**config.mk**
```make
export PLATFORM = sky130hd
export DESIGN_NAME = mod_inverse
export DESIGN_NICKNAME = d
export VERILOG_FILES = /design/src/rtl/mod_inverse.sv
export SDC_FILE = /design/constraint.sdc
export NUM_CORES = 2
export LEC_CHECK = 0
export ABC_AREA = 1
export ABC_CLOCK_PERIOD_IN_PS = 9600
export CAP_MARGIN = 40
export CORE_UTILIZATION = 65
export DETAILED_ROUTE_END_ITERATION = 7
export PLACE_DENSITY_LB_ADDON = 0.1
export SLEW_MARGIN = 30
export SYNTH_ARGS = -nofsm -noshare
export SYNTH_HDL_FRONTEND = slang
export SYNTH_SLANG_ARGS = --single-unit
```
**constraint.sdc**
```tcl
create_clock -name clk -period 9.6 [get_ports clk]
set_clock_uncertainty 0.1 [all_clocks]
set_input_delay 1.92 -clock clk [delete_from_list [all_inputs] [get_ports clk]]
set_output_delay 1.92 -clock clk [all_outputs]
set_load 0.05 [all_outputs]
```
**src/rtl/mod_inverse.sv**
```systemverilog
`timescale 1ns/1ps
`default_nettype none
// ============================================================================
//  Module   : mod_inverse
//  Purpose  : x = a^-1 mod p for odd p via binary extended Euclid, one step
//             per clock, with valid/ready stream operands and result.
//  Revision : 1.0  initial release
// ============================================================================
module mod_inverse #(
  parameter int SIZE = 64
) (
  input  logic            clk,
  input  logic            rst,
  input  logic [SIZE-1:0] input_a_tdata,
  input  logic            input_a_tvalid,
  output logic            input_a_tready,
  input  logic [SIZE-1:0] input_modulus_tdata,
  input  logic            input_modulus_tvalid,
  output logic            input_modulus_tready,
  output logic [SIZE-1:0] output_tdata,
  output logic            output_tuser,
  output logic            output_tvalid,
  input  logic            output_tready
);

  localparam logic [1:0]      c_S_IDLE = 2'd0;
  localparam logic [1:0]      c_S_RUN  = 2'd1;
  localparam logic [1:0]      c_S_OUT  = 2'd2;
  localparam logic [SIZE-1:0] c_ZERO   = '0;
  localparam logic [SIZE-1:0] c_ONE    = {{(SIZE-1){1'b0}}, 1'b1};
  localparam logic [SIZE-1:0] c_THREE  = {{(SIZE-2){1'b0}}, 2'b11};

  logic [1:0]      state_q, state_d;
  logic [SIZE-1:0] u_q, u_d;
  logic [SIZE-1:0] v_q, v_d;
  logic [SIZE-1:0] x1_q, x1_d;
  logic [SIZE-1:0] x2_q, x2_d;
  logic [SIZE-1:0] p_q, p_d;
  logic [SIZE-1:0] res_q, res_d;
  logic            err_q, err_d;

  logic w_accept;
  logic w_illegal;

  // x/2 mod p: an odd x gets p added first, carried at SIZE+1 bits.
  function automatic logic [SIZE-1:0] half_mod(input logic [SIZE-1:0] x,
                                               input logic [SIZE-1:0] p);
    logic [SIZE:0] s;
    s = x[0] ? ({1'b0, x} + {1'b0, p}) : {1'b0, x};
    return s[SIZE:1];
  endfunction

  // (a - b) mod p for a, b already in [0, p-1]
  function automatic logic [SIZE-1:0] sub_mod(input logic [SIZE-1:0] a,
                                              input logic [SIZE-1:0] b,
                                              input logic [SIZE-1:0] p);
    return (a >= b) ? (a - b) : (p - (b - a));
  endfunction

  assign w_accept  = (state_q == c_S_IDLE) & input_a_tvalid & input_modulus_tvalid & ~rst;
  assign w_illegal = ~input_modulus_tdata[0] | (input_modulus_tdata < c_THREE) |
                     (input_a_tdata == c_ZERO) | (input_a_tdata >= input_modulus_tdata);

  always_ff @(posedge clk) begin
    if (rst) begin
      state_q <= c_S_IDLE;
      u_q     <= '0;
      v_q     <= '0;
      x1_q    <= '0;
      x2_q    <= '0;
      p_q     <= '0;
      res_q   <= '0;
      err_q   <= 1'b0;
    end else begin
      state_q <= state_d;
      u_q     <= u_d;
      v_q     <= v_d;
      x1_q    <= x1_d;
      x2_q    <= x2_d;
      p_q     <= p_d;
      res_q   <= res_d;
      err_q   <= err_d;
    end
  end

  always_comb begin
    state_d = state_q;
    u_d     = u_q;
    v_d     = v_q;
    x1_d    = x1_q;
    x2_d    = x2_q;
    p_d     = p_q;
    res_d   = res_q;
    err_d   = err_q;
    case (state_q)
      c_S_IDLE: begin
        if (w_accept) begin
          u_d  = input_a_tdata;
          v_d  = input_modulus_tdata;
          x1_d = c_ONE;
          x2_d = c_ZERO;
          p_d  = input_modulus_tdata;
          if (w_illegal) begin
            res_d   = c_ZERO;
            err_d   = 1'b1;
            state_d = c_S_OUT;
          end else begin
            err_d   = 1'b0;
            state_d = c_S_RUN;
          end
        end
      end
      c_S_RUN: begin
        // Rule order matters: termination tests precede any reduction step.
        if (u_q == c_ONE) begin
          res_d   = x1_q;
          err_d   = 1'b0;
          state_d = c_S_OUT;
        end else if (v_q == c_ONE) begin
          res_d   = x2_q;
          err_d   = 1'b0;
          state_d = c_S_OUT;
        end else if ((u_q == c_ZERO) || (v_q == c_ZERO)) begin
          res_d   = c_ZERO;
          err_d   = 1'b1;
          state_d = c_S_OUT;
        end else if (!u_q[0]) begin
          u_d  = u_q >> 1;
          x1_d = half_mod(x1_q, p_q);
        end else if (!v_q[0]) begin
          v_d  = v_q >> 1;
          x2_d = half_mod(x2_q, p_q);
        end else if (u_q >= v_q) begin
          u_d  = u_q - v_q;
          x1_d = sub_mod(x1_q, x2_q, p_q);
        end else begin
          v_d  = v_q - u_q;
          x2_d = sub_mod(x2_q, x1_q, p_q);
        end
      end
      c_S_OUT: begin
        if (output_tready) begin
          state_d = c_S_IDLE;
        end
      end
      default: begin
        state_d = c_S_IDLE;
      end
    endcase
  end

  always_comb begin
    input_a_tready       = w_accept;
    input_modulus_tready = w_accept;
    output_tvalid        = (state_q == c_S_OUT);
    output_tdata         = res_q;
    output_tuser         = err_q;
  end

endmodule
`default_nettype wire

```
==> flow_summary.html, run 1 <==
<table>
<tr><th>Metric</th><th>Value</th></tr>
<tr><th colspan="2">Place</th></tr>
<tr><td>HPWL reported at the end of detailed placement</td><td>233000 µm</td></tr>
<tr><td>Count of port buffers added during placement</td><td>200</td></tr>
<tr><td>GP Congestion</td><td>1.38</td></tr>
<tr><th colspan="2">Clock network</th></tr>
<tr><td>Number of hold buffers added after cts</td><td>0</td></tr>
<tr><td>Post-CTS Setup Inserts</td><td>0</td></tr>
<tr><td>Max Buffers Root-to-Sink</td><td>3</td></tr>
<tr><td>Num CTS Buffers</td><td>47</td></tr>
<tr><td>Total number of H-tree levels</td><td>2</td></tr>
<tr><td>Cells resized by post-CTS repair</td><td>0</td></tr>
<tr><td>TritonCTS sink count</td><td>387</td></tr>
<tr><td>Cell at the root of the clock tree</td><td>sky130_fd_sc_hd__clkbuf_16</td></tr>
<tr><th colspan="2">Die</th></tr>
<tr><td>Number of core rows</td><td>110</td></tr>
<tr><td>Boundary Pins</td><td>201</td></tr>
<tr><td>Initial core utilization</td><td>65.7%</td></tr>
<tr><td>X dimension of the die</td><td>304 µm</td></tr>
<tr><td>Height of the die</td><td>304 µm</td></tr>
<tr><th colspan="2">Synthesis</th></tr>
<tr><td>Fraction of registers with async set/reset</td><td>0%</td></tr>
<tr><td>Flip-flop and latch count after synthesis</td><td>387</td></tr>
<tr><td>Number of instances in the synthesized netlist</td><td>10500</td></tr>
<tr><td>Post-synthesis adder-cell area fraction</td><td>12.3%</td></tr>
<tr><td>Ys Warns</td><td>0</td></tr>
<tr><td>Share of the synthesized area in compound gates (AO/OA/AOI/OAI)</td><td>24.0%</td></tr>
<tr><td>Sequential fraction of the synthesis area</td><td>13.1%</td></tr>
<tr><td>Count of different cell masters after synthesis</td><td>63</td></tr>
<tr><td>Post-synth EDFFs</td><td>0</td></tr>
<tr><td>Simple-Gate Fraction of Synth Area</td><td>34.1%</td></tr>
<tr><td>Combined area of all synthesized cells</td><td>59300 µm²</td></tr>
<tr><td>Post-synthesis share of cell area spent on xor and xnor gates</td><td>4.23%</td></tr>
<tr><td>Multiplexer fraction of the synthesized cell area</td><td>0%</td></tr>
<tr><td>Net count after synthesis</td><td>11200</td></tr>
<tr><td>Largest family of logic cells by synthesized area</td><td>simple AND/OR/NAND/NOR gates</td></tr>
<tr><td>Post-synthesis area per instance</td><td>5.66 µm²</td></tr>
<tr><td>Top FF cell, synth</td><td>sky130_fd_sc_hd__dfxtp_1</td></tr>
<tr><th colspan="2">Global route</th></tr>
<tr><td>GRT Util Overall</td><td>69.2%</td></tr>
<tr><td>Total global routing overflow</td><td>702</td></tr>
<tr><td>Number of global-route vias before repair</td><td>79700</td></tr>
<tr><td>Global-route wire length before repair</td><td>500000 µm</td></tr>
<tr><td>Largest net degree at the start of global routing</td><td>106</td></tr>
<tr><th colspan="2">Run status</th></tr>
<tr><td>Tool error message</td><td>[ERROR GRT-0116] Global routing finished with congestion. Check the congestion regions in the DRC Viewer.</td></tr>
<tr><td>Result of the run</td><td>did not finish</td></tr>
<tr><td>Last stage reached</td><td>5_1_grt</td></tr>
</table>
## cell usage after synthesis (6+ instances only)
| master | count | area (µm²) |
|---|---|---|
| sky130_fd_sc_hd__nor2_4 | 8 | 90.1 |
| sky130_fd_sc_hd__nor4_1 | 65 | 407 |
| sky130_fd_sc_hd__nor3_1 | 99 | 495 |
| sky130_fd_sc_hd__and2_1 | 7 | 43.8 |
| sky130_fd_sc_hd__a31oi_1 | 35 | 219 |
| sky130_fd_sc_hd__nor2_2 | 26 | 163 |
| sky130_fd_sc_hd__nand3b_1 | 33 | 248 |
| sky130_fd_sc_hd__buf_4 | 28 | 210 |
| sky130_fd_sc_hd__nand2_2 | 32 | 200 |
| sky130_fd_sc_hd__and3_1 | 8 | 50.1 |
| sky130_fd_sc_hd__fa_1 | 8 | 160 |
| sky130_fd_sc_hd__dfxtp_1 | 387 | 7750 |
| sky130_fd_sc_hd__clkbuf_2 | 30 | 150 |
| sky130_fd_sc_hd__xnor2_1 | 72 | 631 |
| sky130_fd_sc_hd__inv_2 | 34 | 128 |
| sky130_fd_sc_hd__buf_6 | 24 | 270 |
| sky130_fd_sc_hd__clkbuf_1 | 153 | 574 |
| sky130_fd_sc_hd__nor2_1 | 1273 | 4780 |
| sky130_fd_sc_hd__a211oi_1 | 6 | 45.0 |
| sky130_fd_sc_hd__a21o_1 | 46 | 345 |
| sky130_fd_sc_hd__buf_2 | 77 | 385 |
| sky130_fd_sc_hd__ha_1 | 571 | 7140 |
| sky130_fd_sc_hd__buf_1 | 29 | 109 |
| sky130_fd_sc_hd__a21boi_0 | 27 | 203 |
| sky130_fd_sc_hd__a32oi_1 | 46 | 403 |
| sky130_fd_sc_hd__or2_2 | 11 | 68.8 |
| sky130_fd_sc_hd__a21oi_1 | 1177 | 5890 |
| sky130_fd_sc_hd__nand3_1 | 869 | 4350 |
| sky130_fd_sc_hd__inv_1 | 1451 | 5450 |
| sky130_fd_sc_hd__o21ai_0 | 831 | 4160 |
| sky130_fd_sc_hd__nand2_1 | 2253 | 8460 |
| sky130_fd_sc_hd__nand4_1 | 115 | 719 |
| sky130_fd_sc_hd__o21ai_1 | 87 | 435 |
| sky130_fd_sc_hd__xor2_1 | 214 | 1870 |
| sky130_fd_sc_hd__o211ai_1 | 77 | 578 |
| sky130_fd_sc_hd__a22oi_1 | 76 | 571 |
| sky130_fd_sc_hd__o21a_1 | 41 | 308 |
| sky130_fd_sc_hd__o21bai_1 | 103 | 773 |
## logic make-up after synthesis
family | after synthesis
AO/OA/AOI/OAI | 2579
XOR/XNOR | 286
adder cells (fa/ha/maj) | 579
buffers and inverters | 1833
flip-flops | 387
AND/OR/NAND/NOR | 4814
## through the flow
stage	cell area, µm²	hold slack, ns	utilization, %	instances	setup slack [ns]
2_1_floorplan	59300	0.376	-	10500	4.58
3_5_place_dp	61600	0.377	68.3	11600	3.44
4_1_cts	63200	0.389	70.1	11700	3.43
3_3_place_gp	61400	0.367	68.1	11600	3.04
## layer usage
layer  overflow  GRT usage (%)
met2        449           88.0
met3         25           50.1
met4        223           62.7
met5          0           20.2
met1          5           72.4
==> run 2, diff against run 1 <==
--- a/config.mk
+++ b/config.mk
@@ -8,9 +8,9 @@
 export ABC_AREA = 1
 export ABC_CLOCK_PERIOD_IN_PS = 9600
 export CAP_MARGIN = 40
-export CORE_UTILIZATION = 65
+export CORE_UTILIZATION = 40
 export DETAILED_ROUTE_END_ITERATION = 7
-export PLACE_DENSITY_LB_ADDON = 0.1
+export PLACE_DENSITY_LB_ADDON = 0.15
 export SLEW_MARGIN = 30
 export SYNTH_ARGS = -nofsm -noshare
 export SYNTH_HDL_FRONTEND = slang
==> run 2 against run 1 <==
The flow now finishes, with violations (design-rule violations). Synthesized cell count is the same. Synthesized area unchanged.
==> flow_summary.html, run 2 <==
<table>
<tr><th>Metric</th><th>Value</th></tr>
<tr><th colspan="2">Run status</th></tr>
<tr><td>Result of the run</td><td>finished, violations left</td></tr>
<tr><td>Violations in the final reports</td><td>design-rule violations</td></tr>
<tr><th colspan="2">Drt</th></tr>
<tr><td>Antenna violation net count after detailed routing</td><td>0</td></tr>
<tr><td>Via density</td><td>6.24</td></tr>
<tr><td>Count of TritonRoute iterations in the first routing pass</td><td>8</td></tr>
<tr><td>Drt drc</td><td>2</td></tr>
<tr><td>Detailed-route via count</td><td>78000</td></tr>
<tr><td>Aggregate routed wire length</td><td>386000 µm</td></tr>
<tr><td>Initial drt markers</td><td>10400</td></tr>
<tr><td>Routed wire length per instance</td><td>30.9 µm</td></tr>
<tr><th colspan="2">Critical path</th></tr>
<tr><td>Critical path data required time</td><td>7.58 ns</td></tr>
<tr><td>Launching element type of the critical path</td><td>primary input</td></tr>
<tr><td>Cell depth of the worst flop-to-flop path</td><td>24</td></tr>
<tr><td>Setup Crit Path Kind</td><td>in -&gt; out</td></tr>
<tr><td>Critical-path maximum fanout</td><td>123</td></tr>
<tr><td>Number of cells on the critical path</td><td>6</td></tr>
<tr><td>Most frequent CP cell</td><td>sky130_fd_sc_hd__buf_4</td></tr>
<tr><td>R2R setup slack</td><td>3.07 ns</td></tr>
<tr><td>Arr. time, crit path</td><td>4.53 ns</td></tr>
<tr><td>Family of cells with the greatest summed delay on the critical path</td><td>buffers and inverters</td></tr>
<tr><td>Number of buffer and inverter stages on the critical path</td><td>5</td></tr>
<tr><td>Cell with the largest stage delay on the worst path</td><td>sky130_fd_sc_hd__clkdlybuf4s50_1</td></tr>
<tr><td>Delay contributed by the slowest stage of the critical path</td><td>0.90 ns</td></tr>
<tr><td>Cells traversed along the worst timing path</td><td>buf_4 &gt; inv_8 &gt; nand4_1 &gt; buf_4 &gt; inv_1 &gt; clkdlybuf4s50_1</td></tr>
<tr><td>Type of element capturing the critical path</td><td>output port</td></tr>
<tr><th colspan="2">Synthesis</th></tr>
<tr><td>Number of instances in the synthesized netlist</td><td>10500 (unchanged)</td></tr>
<tr><td>Net count after synthesis</td><td>11200 (unchanged)</td></tr>
<tr><td>Post-synth EDFFs</td><td>0 (unchanged)</td></tr>
<tr><td>Count leader, synth</td><td>sky130_fd_sc_hd__nand2_1</td></tr>
<tr><td>Combined area of all synthesized cells</td><td>59300 µm² (unchanged)</td></tr>
<tr><td>Fraction of registers with async set/reset</td><td>0% (unchanged)</td></tr>
<tr><td>Post-synth top area share</td><td>14.3% (unchanged)</td></tr>
<tr><td>Ys Warns</td><td>0 (unchanged)</td></tr>
<tr><td>Top FF cell, synth</td><td>sky130_fd_sc_hd__dfxtp_1</td></tr>
<tr><td>Post-synthesis area per instance</td><td>5.66 µm² (unchanged)</td></tr>
<tr><td>Synth area leaders</td><td>sky130_fd_sc_hd__nand2_1 14%, sky130_fd_sc_hd__dfxtp_1 13%, sky130_fd_sc_hd__ha_1 12%</td></tr>
<tr><td>Library cell occupying the most area in the post-synthesis netlist</td><td>sky130_fd_sc_hd__nand2_1</td></tr>
<tr><td>Count of different cell masters after synthesis</td><td>63 (unchanged)</td></tr>
<tr><td>Flip-flop and latch count after synthesis</td><td>387 (unchanged)</td></tr>
<tr><td>Sequential fraction of the synthesis area</td><td>13.1% (unchanged)</td></tr>
<tr><td>Leading cell types by count after synthesis</td><td>2253 x sky130_fd_sc_hd__nand2_1, 1451 x sky130_fd_sc_hd__inv_1, 1273 x sky130_fd_sc_hd__nor2_1, 1177 x sky130_fd_sc_hd__a21oi_1, 869 x sky130_fd_sc_hd__nand3_1</td></tr>
<tr><th colspan="2">Die</th></tr>
<tr><td>Full die area</td><td>150000 µm²</td></tr>
<tr><td>Boundary Pins</td><td>201 (unchanged)</td></tr>
<tr><td>Number of core rows</td><td>140 (+27%)</td></tr>
<tr><td>Initial core utilization</td><td>40.5% (-25 points)</td></tr>
<tr><td>Height of the die</td><td>387 µm (+27%)</td></tr>
<tr><td>X dimension of the die</td><td>387 µm (+27%)</td></tr>
<tr><td>CORE AREA</td><td>146000 µm²</td></tr>
<tr><th colspan="2">STA</th></tr>
<tr><td>Setup violation total in the final timing report</td><td>0</td></tr>
<tr><td>Min Clock Period, post-route</td><td>6.55 ns</td></tr>
<tr><td>Endpoints failing hold</td><td>0</td></tr>
<tr><td>Fin crit share</td><td>68.3%</td></tr>
<tr><td>Final worst hold slack</td><td>0.385 ns</td></tr>
<tr><td>Upper clock frequency limit</td><td>153 MHz</td></tr>
<tr><td>Final-layout setup total negative slack</td><td>0 ns</td></tr>
<tr><td>Least-Margin Pin Slew</td><td>1.07 ns</td></tr>
<tr><td>Max-slew headroom</td><td>28.0%</td></tr>
<tr><td>Final Max Tran Viols</td><td>0</td></tr>
<tr><td>Unrepaired setup endpoints after global routing</td><td>false</td></tr>
<tr><th colspan="2">Clock network</th></tr>
<tr><td>TritonCTS sink count</td><td>387 (unchanged)</td></tr>
<tr><td>Cell at the root of the clock tree</td><td>sky130_fd_sc_hd__clkbuf_16</td></tr>
<tr><td>Cells resized by post-CTS repair</td><td>0 (unchanged)</td></tr>
<tr><td>Clock tree from TritonCTS</td><td>yes</td></tr>
<tr><td>Number of hold buffers added after cts</td><td>0 (unchanged)</td></tr>
<tr><td>Latest clock arrival within the worst-skew pair</td><td>0.75 ns</td></tr>
<tr><td>Num CTS Buffers</td><td>54 (+15%)</td></tr>
<tr><td>Total number of H-tree levels</td><td>2 (unchanged)</td></tr>
<tr><td>Clock slew at reported path FFs</td><td>0.05 ns</td></tr>
<tr><td>Post-CTS Setup Inserts</td><td>0 (unchanged)</td></tr>
<tr><td>Max Buffers Root-to-Sink</td><td>3 (unchanged)</td></tr>
<tr><th colspan="2">Global route</th></tr>
<tr><td>Met1 Track Usage GR</td><td>54.4%</td></tr>
<tr><td>Global-route wire length before repair</td><td>534000 µm</td></tr>
<tr><td>Number of global-route vias before repair</td><td>74100</td></tr>
<tr><td>Number of antenna violations at the first check in global routing</td><td>17</td></tr>
<tr><td>Global routing met2 resource utilization</td><td>75.8%</td></tr>
<tr><td>Largest net degree at the start of global routing</td><td>124</td></tr>
<tr><td>Highest-utilization routing layer at the global route stage</td><td>met2</td></tr>
<tr><td>GR Layer Usage met3</td><td>16.1%</td></tr>
<tr><td>GRT Util Overall</td><td>49.6%</td></tr>
<tr><td>Total global routing overflow</td><td>0</td></tr>
<tr><th colspan="2">Place</th></tr>
<tr><td>GP Congestion</td><td>1.16 (-16%)</td></tr>
<tr><td>Placed cell area</td><td>62900 µm² (+2.1%)</td></tr>
<tr><td>Number of cells in the design after placement</td><td>12400 (+6.8%)</td></tr>
<tr><td>HPWL reported at the end of detailed placement</td><td>318000 µm (+37%)</td></tr>
<tr><td>Count of port buffers added during placement</td><td>200 (unchanged)</td></tr>
<tr><th colspan="2">Finish</th></tr>
<tr><td>Number of fill cells in the layout</td><td>15900</td></tr>
<tr><td>Fin cells</td><td>12500</td></tr>
<tr><td>Final nets</td><td>11200</td></tr>
<tr><td>Multi-input gate area in the final layout</td><td>44300 µm²</td></tr>
<tr><td>Area added between synthesis and finish</td><td>9.76%</td></tr>
<tr><td>Leading cell type in the layout, fill and taps excluded</td><td>sky130_fd_sc_hd__nand2_1</td></tr>
<tr><td>Most used cells in the layout excluding fill and tap cells</td><td>2253 x sky130_fd_sc_hd__nand2_1, 1446 x sky130_fd_sc_hd__inv_1, 1269 x sky130_fd_sc_hd__nor2_1, 1175 x sky130_fd_sc_hd__a21oi_1, 867 x sky130_fd_sc_hd__nand3_1</td></tr>
<tr><td>Fraction of layout cells with a size suffix above 1</td><td>3.51%</td></tr>
<tr><td>Final non-filler cell area</td><td>65000 µm²</td></tr>
<tr><td>Storage cell area</td><td>7760 µm²</td></tr>
<tr><th colspan="2">Worst hold path</th></tr>
<tr><td>Hold path cells</td><td>2</td></tr>
<tr><td>Worst hold-check path type</td><td>reg -&gt; reg</td></tr>
<tr><th colspan="2">Job</th></tr>
<tr><td>Number of max-cap violations</td><td>0</td></tr>
</table>
[run 2: cell counts after synthesis]
Identical to the previous run, type by type.
[run 2: logic make-up (layout without fill, tap and decap cells)]
family,Yosys count,after routing,share of synthesized area (%)
xor gates and xnor gates,286,286,4.23
adders and majority gates,579,579,12.3
and+or+nand+nor,4814,4814,34.1
buffers and inverters,1833,1911,12.3
DFF,387,387,13.1
other,0,17,0
AOI/OAI and AO/OA,2579,2579,24.0
[run 2: final cells by class]
class | instances | share of cell area, %
multi-input cells | 8258 | 68.0
diodes | 17 | 0.0654
clock buffers | 61 | 2.18
clock inverters | 37 | 0.742
repair buffers | 321 | 4.71
inverters | 1492 | 8.64
well taps | 1917 | 3.69
flip-flops and latches | 387 | 11.9
[run 2: routing by layer]
metal	up-vias	share of wire, %	wire length (µm)
met5	-	0.011	41
met4	6	11	43900
met3	1521	12	45900
met2	5569	42	162000
met1	36100	35	134000
li1	34800	-	-
[run 2: worst reg2reg max path: cells and delay by family (launching register included)]
family	cells	cell delay (ns)
compound gates	3	1.33
xor+xnor	1	0.58
fa+ha+maj	2	0.74
buf+inv	4	0.46
flops	1	0.62
simple gates	14	2.54
[run 2: stage by stage]
| stage | util, % | setup WS [ns] |
|---|---|---|
| floorplan | - | 4.58 |
| global placement | 42.8 | 2.92 |
| detailed placement | 43.0 | 3.02 |
| CTS | 44.3 | 3.01 |
| global route | 44.5 | 2.97 |
| finish | 44.5 | 3.05 |
[run 2: path summary, 6_finish.rpt]
check,startpoint,endpoint
worst min register to register,output_tdata[58]$_SDFFE_PP0P_,output_tdata[58]$_SDFFE_PP0P_
worst max-delay path,rst,input_modulus_tready
worst min-delay path,output_tdata[58]$_SDFFE_PP0P_,output_tdata[58]$_SDFFE_PP0P_
worst max register to register,x1_q[18]$_SDFFE_PP0P_,x1_q[55]$_SDFFE_PP0P_
Power of run 2 is not shown: default switching activity piles up to over one toggle a cycle in this logic, so the estimate is an artifact.
